### config.mk
export PLATFORM = sky130hd
export DESIGN_NAME = axi_manager_arbiter
export DESIGN_NICKNAME = d
export VERILOG_FILES = /design/src/rtl/axi_arbiter_pkg.sv /design/src/rtl/rr_arbiter.sv /design/src/rtl/axi_manager_arbiter.sv
export SDC_FILE = /design/constraint.sdc
export NUM_CORES = 1
export LEC_CHECK = 0
export BUFFER_PORTS_ARGS = -buffer_cell sky130_fd_sc_hd__buf_2
export CORE_AREA = 2 2 207 209
export DETAILED_ROUTE_END_ITERATION = 10
export DIE_AREA = 0 0 209 211
export GPL_TIMING_DRIVEN = 1
export PLACE_DENSITY = 0.47
export SLEW_MARGIN = 30
export SYNTH_ARGS = -nofsm -noshare
export SYNTH_HDL_FRONTEND = slang
export SYNTH_SLANG_ARGS = --single-unit
### constraint.sdc
create_clock -name aclk -period 6.82 [get_ports aclk]
set_input_delay 0.341 -clock aclk [delete_from_list [all_inputs] [get_ports aclk]]
set_output_delay 0.341 -clock aclk [all_outputs]
set_load 0.01 [all_outputs]
### src/rtl/axi_arbiter_pkg.sv
// Shared types and helpers for the AXI manager arbiter: FSM states,
// AXI burst/response encodings and the response-status check.
package axi_arbiter_pkg;

    typedef enum logic [2:0] {
        IDLE,
        WR_ADDR_DATA,
        WR_RESP,
        RD_ADDR,
        RD_RESP,
        DONE
    } state_e;

    typedef enum logic [1:0] {
        BURST_FIXED = 2'b00,
        BURST_INCR  = 2'b01,
        BURST_WRAP  = 2'b10
    } burst_e;

    typedef enum logic [1:0] {
        RESP_OKAY   = 2'b00,
        RESP_EXOKAY = 2'b01,
        RESP_SLVERR = 2'b10,
        RESP_DECERR = 2'b11
    } resp_e;

    function automatic logic is_resp_ok(input logic [1:0] resp);
        return (resp == RESP_OKAY) || (resp == RESP_EXOKAY);
    endfunction

endpackage

### src/rtl/rr_arbiter.sv
// Combinational round-robin arbiter: the search starts one past last_grant
// and the first asserted request wins.
module rr_arbiter #(
    parameter int NumRequesters = 4,
    parameter int IdxWidth      = $clog2(NumRequesters)
) (
    input  logic [NumRequesters-1:0] req,
    input  logic [IdxWidth-1:0]      last_grant,
    input  logic                     en,
    output logic [NumRequesters-1:0] grant,
    output logic [IdxWidth-1:0]      grant_idx
);

    logic                found;
    logic [IdxWidth-1:0] cand;

    always_comb begin
        grant     = '0;
        grant_idx = '0;
        found     = 1'b0;
        cand      = '0;
        if (en) begin
            for (int i = 1; i <= NumRequesters; i++) begin
                cand = IdxWidth'((int'(last_grant) + i) % NumRequesters);
                if (!found && req[cand]) begin
                    found       = 1'b1;
                    grant[cand] = 1'b1;
                    grant_idx   = cand;
                end
            end
        end
    end

endmodule

### src/rtl/axi_manager_arbiter.sv
// Shares one AXI4 manager port between NumRequesters single-beat clients,
// one transaction outstanding at a time, round-robin granted.
module axi_manager_arbiter
    import axi_arbiter_pkg::*;
#(
    parameter int NumRequesters = 4,
    parameter int AddressWidth  = 32,
    parameter int DataWidth     = 32,
    parameter int IdWidth       = 4
) (
    input  logic                                       aclk,
    input  logic                                       areset,
    input  logic [NumRequesters-1:0]                   req_valid,
    output logic [NumRequesters-1:0]                   req_ready,
    input  logic [NumRequesters-1:0]                   req_write,
    input  logic [NumRequesters-1:0][AddressWidth-1:0] req_addr,
    input  logic [NumRequesters-1:0][2:0]              req_size,
    input  logic [NumRequesters-1:0][DataWidth-1:0]    req_wdata,
    input  logic [NumRequesters-1:0][DataWidth/8-1:0]  req_wstrb,
    output logic [NumRequesters-1:0]                   rsp_valid,
    output logic [DataWidth-1:0]                       rsp_rdata,
    output logic                                       rsp_error,
    output logic                                       awvalid,
    input  logic                                       awready,
    output logic [IdWidth-1:0]                         awid,
    output logic [AddressWidth-1:0]                    awaddr,
    output logic [7:0]                                 awlen,
    output logic [2:0]                                 awsize,
    output logic [1:0]                                 awburst,
    output logic                                       awlock,
    output logic [2:0]                                 awprot,
    output logic                                       wvalid,
    input  logic                                       wready,
    output logic [DataWidth-1:0]                       wdata,
    output logic [DataWidth/8-1:0]                     wstrb,
    output logic                                       wlast,
    input  logic                                       bvalid,
    output logic                                       bready,
    input  logic [IdWidth-1:0]                         bid,
    input  logic [1:0]                                 bresp,
    output logic                                       arvalid,
    input  logic                                       arready,
    output logic [IdWidth-1:0]                         arid,
    output logic [AddressWidth-1:0]                    araddr,
    output logic [7:0]                                 arlen,
    output logic [2:0]                                 arsize,
    output logic [1:0]                                 arburst,
    output logic                                       arlock,
    output logic [2:0]                                 arprot,
    input  logic                                       rvalid,
    output logic                                       rready,
    input  logic [IdWidth-1:0]                         rid,
    input  logic [DataWidth-1:0]                       rdata,
    input  logic [1:0]                                 rresp,
    input  logic                                       rlast
);

    localparam int IdxWidth = $clog2(NumRequesters);

    state_e                  state_q, state_d;
    logic [IdxWidth-1:0]     last_grant_q, g_q, grant_idx;
    logic [NumRequesters-1:0] grant;
    logic                    accept;
    logic [AddressWidth-1:0] addr_q;
    logic [2:0]              size_q;
    logic [DataWidth-1:0]    wdata_q, rsp_rdata_d;
    logic [DataWidth/8-1:0]  wstrb_q;
    logic                    awvalid_d, wvalid_d, arvalid_d, bready_d, rready_d;
    logic                    rsp_error_d;

    rr_arbiter #(.NumRequesters(NumRequesters), .IdxWidth(IdxWidth)) u_rr_arbiter (
        .req        (req_valid),
        .last_grant (last_grant_q),
        .en         ((state_q == IDLE) && !areset),
        .grant      (grant),
        .grant_idx  (grant_idx)
    );

    assign accept    = |grant;
    assign req_ready = grant;
    assign rsp_valid = (state_q == DONE) ? (NumRequesters'(1) << g_q) : '0;

    assign awid    = IdWidth'(g_q);
    assign arid    = IdWidth'(g_q);
    assign awaddr  = addr_q;
    assign araddr  = addr_q;
    assign awsize  = size_q;
    assign arsize  = size_q;
    assign awlen   = '0;
    assign arlen   = '0;
    assign awburst = BURST_INCR;
    assign arburst = BURST_INCR;
    assign awlock  = 1'b0;
    assign arlock  = 1'b0;
    assign awprot  = '0;
    assign arprot  = '0;
    assign wdata   = wdata_q;
    assign wstrb   = wstrb_q;
    assign wlast   = 1'b1;

    always_comb begin
        state_d     = state_q;
        awvalid_d   = awvalid;
        wvalid_d    = wvalid;
        arvalid_d   = arvalid;
        bready_d    = bready;
        rready_d    = rready;
        rsp_rdata_d = rsp_rdata;
        rsp_error_d = rsp_error;
        case (state_q)
            IDLE: begin
                if (accept) begin
                    awvalid_d = req_write[grant_idx];
                    wvalid_d  = req_write[grant_idx];
                    arvalid_d = !req_write[grant_idx];
                    state_d   = req_write[grant_idx] ? WR_ADDR_DATA : RD_ADDR;
                end
            end
            WR_ADDR_DATA: begin
                // AW and W retire independently; move on once neither is pending.
                awvalid_d = awvalid && !awready;
                wvalid_d  = wvalid && !wready;
                if (!awvalid_d && !wvalid_d) begin
                    bready_d = 1'b1;
                    state_d  = WR_RESP;
                end
            end
            RD_ADDR: begin
                if (arready) begin
                    arvalid_d = 1'b0;
                    rready_d  = 1'b1;
                    state_d   = RD_RESP;
                end
            end
            WR_RESP: begin
                if (bvalid) begin
                    bready_d    = 1'b0;
                    rsp_error_d = (bid != IdWidth'(g_q)) || !is_resp_ok(bresp);
                    state_d     = DONE;
                end
            end
            RD_RESP: begin
                if (rvalid) begin
                    rready_d    = 1'b0;
                    rsp_rdata_d = rdata;
                    rsp_error_d = (rid != IdWidth'(g_q)) || !is_resp_ok(rresp) || !rlast;
                    state_d     = DONE;
                end
            end
            DONE:    state_d = IDLE;
            default: state_d = IDLE;
        endcase
    end

    always_ff @(posedge aclk or posedge areset) begin
        if (areset) begin
            state_q      <= IDLE;
            last_grant_q <= IdxWidth'(NumRequesters - 1);
            g_q          <= '0;
            addr_q       <= '0;
            size_q       <= '0;
            wdata_q      <= '0;
            wstrb_q      <= '0;
            awvalid      <= 1'b0;
            wvalid       <= 1'b0;
            arvalid      <= 1'b0;
            bready       <= 1'b0;
            rready       <= 1'b0;
            rsp_rdata    <= '0;
            rsp_error    <= 1'b0;
        end else begin
            state_q   <= state_d;
            awvalid   <= awvalid_d;
            wvalid    <= wvalid_d;
            arvalid   <= arvalid_d;
            bready    <= bready_d;
            rready    <= rready_d;
            rsp_rdata <= rsp_rdata_d;
            rsp_error <= rsp_error_d;
            if (accept) begin
                last_grant_q <= grant_idx;
                g_q          <= grant_idx;
                addr_q       <= req_addr[grant_idx];
                size_q       <= req_size[grant_idx];
                wdata_q      <= req_wdata[grant_idx];
                wstrb_q      <= req_wstrb[grant_idx];
            end
        end
    end

endmodule

-- After elaboration in Yosys (flattened, before gate mapping)
Cells that the tools add are included.
- bits in latches: 0
- bits in registers: 116
- memories: 0
- input bits: 344
- logic and storage cells: 157
- memory bits (read-only): 0
- bits in writable memories: 0
- output and inout port bits: 189
- div/mod/pow operators: 0
- muxes and demuxes: 68
- multipliers: 0
- shift-type cells: 1
- add/sub/neg operators: 4
- equality and inequality tests: 14
- $lt $le $gt $ge: 9
- bitwise logic cells: 3
- reductions and logical operators: 44
- operators by type and width (cell ; number):
    binary-select mux 32 bit (select 2 bit) ; 2
    two-way mux 32 bit ; 2
    two-way mux 4 bit ; 10
    two-way mux 1 bit ; 24
    two-way mux 3 bit ; 6
    less-than comparator 2 x 3 -> 1 bit, second input constant ; 5
    case mux 3 bit (5 select lines) ; 1
    zero test 1 bit ; 12
    two-way mux 2 bit ; 6
    bitwise OR 4 bit ; 3
    case mux 1 bit (2 select lines) ; 6
    AND reduction 3 bit ; 4
    logical AND 1 bit ; 11
    binary-select mux 1 bit (select 2 bit) ; 5
    != test 2 bit, second input constant ; 5
    nonzero test 2 bit ; 5
    binary-select mux 4 bit (select 2 bit) ; 1
    demux 1 bit (select 2 bit) ; 4
    greater-or-equal comparator 2 x 1 -> 1 bit, second input constant ; 4
    != test 4 x 2 -> 1 bit ; 2
    binary-select mux 3 bit (select 2 bit) ; 1
    == test 3 x 2 -> 1 bit, second input constant ; 2
    == test 3 bit, second input constant ; 2
    logical OR 1 bit ; 5
    other kinds (10) ; 15

-- Longest topological paths before layout
- depth after elaboration: 22
- mapped depth: 15
- gate-level depth less buffers: 9

-- By module
Synthesis repeated with hierarchy kept, for this count alone.
- cells, all modules: 666
- area, all modules: 7342.0 um2
- by module, submodules not included (module ; times used ; area each (um2) ; cells an instance):
    axi_manager_arbiter ; 1 ; 6902.9 ; 619
    rr_arbiter ; 1 ; 439.2 ; 47

-- Worst setup path before layout
Ideal clock, no wire load.
- path kind: reg2reg
- start point: register last_grant_q[0]
- end point: register g_q[1]
- clock period less this slack: 3.207 ns
- arrival: 3.079 ns
- required time: 6.692 ns
- path buffers: 5
- setup slack: 3.613 ns
- cell stages (with the launch flop): 13
- setup time: 0.128 ns
- cell sequence: dfstp_2 -> buf_2 -> buf_2 -> inv_1 -> ha_1 -> mux4_2 -> buf_2 -> a22o_1 -> and2_1 -> a31o_2 -> buf_2 -> buf_2 -> mux2_1
- cells in the longest elaborated chain, start to end: 18
- elaborated cells on any way between the ends: 61
- RTL lines (item ; line ; text):
    from (decl) ; axi_manager_arbiter.sv:61 ; logic [IdxWidth-1:0] last_grant_q, g_q, grant_idx;
    from (signal assigned) ; axi_manager_arbiter.sv:158 ; last_grant_q <= IdxWidth'(NumRequesters - 1);
    from (signal assigned) ; axi_manager_arbiter.sv:181 ; last_grant_q <= grant_idx;
    parallel branches: the longest is 18 deep, another holds less-than comparator 2 x 3 -> 1 bit ; - ;
    to (signal assigned) ; axi_manager_arbiter.sv:182 ; g_q <= grant_idx;
    to (decl) ; axi_manager_arbiter.sv:61 ;
Parallel ways; which one is timed is not known. The select of a mux whose other input is x is not followed.
A chain may end at the register's enable or synchronous reset.

-- Worst setup path after layout
- start point: register last_grant_q[0]
- end point: register wdata_q[2], in the netlist wdata[2]
- cells in the longest elaborated chain, start to end: 19
- elaborated cells on any way between the ends: 63
- RTL lines (item ; line ; text):
    parallel branches: the longest is 19 deep, another holds less-than comparator 2 x 3 -> 1 bit ; - ;
    to (signal assigned) ; axi_manager_arbiter.sv:185 ; wdata_q <= req_wdata[grant_idx];
    to (decl) ; axi_manager_arbiter.sv:66 ; logic [DataWidth-1:0] wdata_q, rsp_rdata_d;
Parallel ways; which one is timed is not known. The select of a mux whose other input is x is not followed.

==> flow_metrics.py <==
metrics = {
    "sta": {
        "setup_tns_ns": 0,
        "fin_crit_sh_pct": 60.13,
        "hold_viol": 0,
        "slew_headroom_pct": 42.50,
        "finClkSkew_ns": 0.009156,
        "min_period_ns": 4.101,
        "fmax_ghz": 0.2439,
        "slew_violations": 0,
        "rsz0062_at_grt": "false",
        "finalSetupViolations": 0,
        "tightest_slew_ns": 0.8625,
    },
    "critical_path": {
        "cp-end-kind": "flip-flop",
        "worstSetupPathType": "reg2reg",
        "worst_path_largest_cell_delay_ns": 0.78,
        "critPathTopFamily": "compound AO/OA/AOI/OAI gates",
        "path_max_fanout": 76,
        "worst_path_max_delay_cell": "dfstp_2",
        "r2r_cells": 9,
        "crit_chain": "inv_1 -> ha_1 -> mux4_2 -> nand3b_1 -> a21oi_1 -> a221oi_1 -> a31o_4 -> buf_4 -> o31ai_1",
        "crit_buf_inv": 2,
        "path_depth": 9,
        "start_kind": "flip-flop",
        "cp.required_ns": 7.10,
        "cp_data_arrival_time_ns": 4.38,
    },
    "route": {
        "routedWlPerCell_microns": 15.52,
        "drtIter0Drc": 436,
        "num_vias": 8132,
        "drtAntennaViolNets": 0,
        "firstDrtPassIters": 4,
        "wl_microns": 29340,
        "vias_per_cell": 4.303,
        "drc": 0,
    },
    "die": {
        "fp.coreArea_sq_um": 41760,
        "die_area_sq_um": 44100,
        "placementRows": 75,
        "dieWidth_microns": 209,
        "fp.dieH_microns": 211,
        "pin_count": 533,
        "initial_core_util_pct": 18.75,
    },
    "layout": {
        "multi_input_area_sq_um": 4140,
        "fill_cells": 4563,
        "syn_to_final_growth_pct": 40.45,
        "instances_no_fill": 1890,
        "antenna_cells": 0,
        "drive_gt1_share_pct": 43.15,
        "final-seq-area_sq_um": 2905,
        "fin_nets": 1690,
    },
    "power": {
        "p_leak_nw": 5.750,
        "power_density_nw_per_um2": 411.4,
        "ir_worst_vdd_mv": 0.2367,
    },
    "clocking": {
        "post_cts_buffers": 0,
        "clockRootBuffer": "clkbuf_16",
        "insertion_delay_ns": 0.43,
        "ctsHoldBuffers": 0,
        "cts_made_buffers": 17,
        "cts_max_path_buffers": 2,
        "clkSinkCount": 116,
        "path_clk_slew_ns": 0.06,
        "cts_tree": "done",
        "htreeDepth": 4,
        "cts_resized": 0,
    },
    "yosys": {
        "synth_flop_cell": "dfrtp_1",
        "ys_ff_latch": 116,
        "synth_edf_count": 0,
        "postSynth.asyncResetShare_pct": 100.0,
        "synth.cell_area_sq_um": 7831,
        "yosysUniqueCellTypes": 46,
        "yosys_warnings": 0,
        "syn_inst": 928,
        "synth.avg_cell_area_sq_um": 8.439,
        "ys_seq_area_share_pct": 37.10,
    },
    "grt": {
        "grt_max_degree": 82,
        "grt_pass1_vias": 8079,
        "grt_usage_pct": 12.93,
        "grt_remaining_overflow": 0,
        "antenna_found_initial": 1,
        "grt_pass1_wl_microns": 44480,
    },
    "worst_hold_path": {
        "hold_path.class": "in2async",
    },
    "placement": {
        "dp.cells": 1858,
        "io_buffers": 497,
        "gp_congestion": 0.8362,
        "dpl.hpwl_microns": 22550,
    },
    "status": {
        "outcome": "completed",
    },
    "run": {
        "cap_violations": 0,
    },
}
[Yosys cell counts (2+ instances only)]
cell type	number	share of area [%]
nand3_1	5	0.32
inv_1	12	0.58
mux2i_1	6	0.77
and3b_1	2	0.22
mux2_1	4	0.58
nand3b_1	4	0.38
o31ai_1	75	7.2
ha_1	8	1.3
clkbuf_1	39	1.9
mux2_2	33	4.7
a21oi_1	17	1.1
and3_1	72	5.8
xnor2_1	2	0.22
nor3_1	4	0.26
a31oi_1	2	0.16
conb_1	2	0.096
and2_1	60	4.8
o221ai_1	3	0.34
buf_4	75	7.2
mux4_2	3	0.86
a221oi_1	2	0.22
dfstp_2	2	0.67
buf_2	30	1.9
nor2_1	15	0.72
a22o_1	2	0.22
nand2_1	226	11
buf_1	2	0.096
a211oi_1	71	6.8
o21ai_0	7	0.45
and2_0	13	1.0
nor2b_1	2	0.16
dfrtp_1	114	36
[worst paths after layout]
kind                            startpoint            to  slack (ns)
hold / removal                      areset     rsp_error         0.1
min in group aclk                 rdata[9]  rsp_rdata[9]        0.15
hold reg to reg                  wdata[31]     wdata[31]        0.47
setup reg to reg           last_grant_q[0]      wdata[2]        2.72
setup / recovery           last_grant_q[0]      wdata[2]        2.72
max in group asynchronous           areset     araddr[7]        5.36
[logic make-up after synthesis]
kind of cell               Yosys count  share of synthesized area [%]
and+or+nand+nor                    409                          25.12
AOI/OAI and AO/OA                  186                          17.45
buffers and inverters              159                          11.79
DFF                                116                          37.10
muxes                               46                          6.950
adders and majority gates            8                          1.278
other                                2                        0.09590
xor gates and xnor gates             2                         0.2237
[per-layer routing]
layer,part of all wire (%),up-vias,wire length (microns),track usage [%]
met3,6.9,42,2034,3.182
li1,-,3956,-,-
met1,41,3754,12060,15.06
met2,48,378,14160,22.16
met5,0.044,-,13,0
met4,3.6,2,1066,6.502
[sequential cells by signal, summed over array words and instances, names as in the netlist, 2 cells and up]
register and flops:
araddr 32, rsp_rdata 32, wdata 32, wstrb 4
arsize 3, state_q 3, g_q 2, last_grant_q 2
[power by group]
part	leakage (nW)	internal, W	switching, W
Clock	0.330	0.000694	0.000353
Combinational	3.99	0.000909	0.00128
Sequential	1.43	0.00103	0.000259
Total	5.75	0.00263	0.00190
[placed cells by master, fill, tap and decap left out, types with 3 or more instances in the layout]
cell type	netlist	final
buf_2	30	497
nand2_1	226	226
dfrtp_1	114	114
o31ai_1	75	75
and3_1	72	72
a211oi_1	71	71
and2_1	60	60
mux2_2	33	33
conb_1	2	33
clkbuf_16	0	17
a21oi_1	17	16
nor2_1	15	15
and2_0	13	13
inv_1	12	11
buf_4	75	10
ha_1	8	8
o21ai_0	7	7
mux2i_1	6	6
bufinv_16	0	6
nand3_1	5	5
clkinv_2	0	5
nand3b_1	4	4
mux2_1	4	4
nor3_1	4	4
mux4_2	3	3
o221ai_1	3	3
[metrics by stage]
stage / utilization (%) / area (sq um) / hold slack [ns] / setup WS, ns / power [W]
CTS: 26.34 / 11000 / 0.1064 / 2.674 / 0.004612
finish: 26.34 / 11000 / 0.09526 / 2.719 / 0.004525
detailed placement: 24.74 / 10330 / 0.4600 / 2.663 / 0.003530
global route: 26.34 / 11000 / 0.1144 / 2.256 / 0.004900
floorplan: - / 7948 / 0.4927 / 3.410 / 0.002807
global placement: 24.74 / 10330 / 0.4585 / 2.739 / 0.003505
[area by class of cell]
cell class,count,area share [%]
clock buffers,18,3.993
clock inverters,14,2.093
inverters,12,0.4323
multi-input cells,684,37.64
flip-flops and latches,116,26.41
well taps,539,6.131
repair buffers,507,23.30
Note: power is estimated with default switching activity, not from simulation.
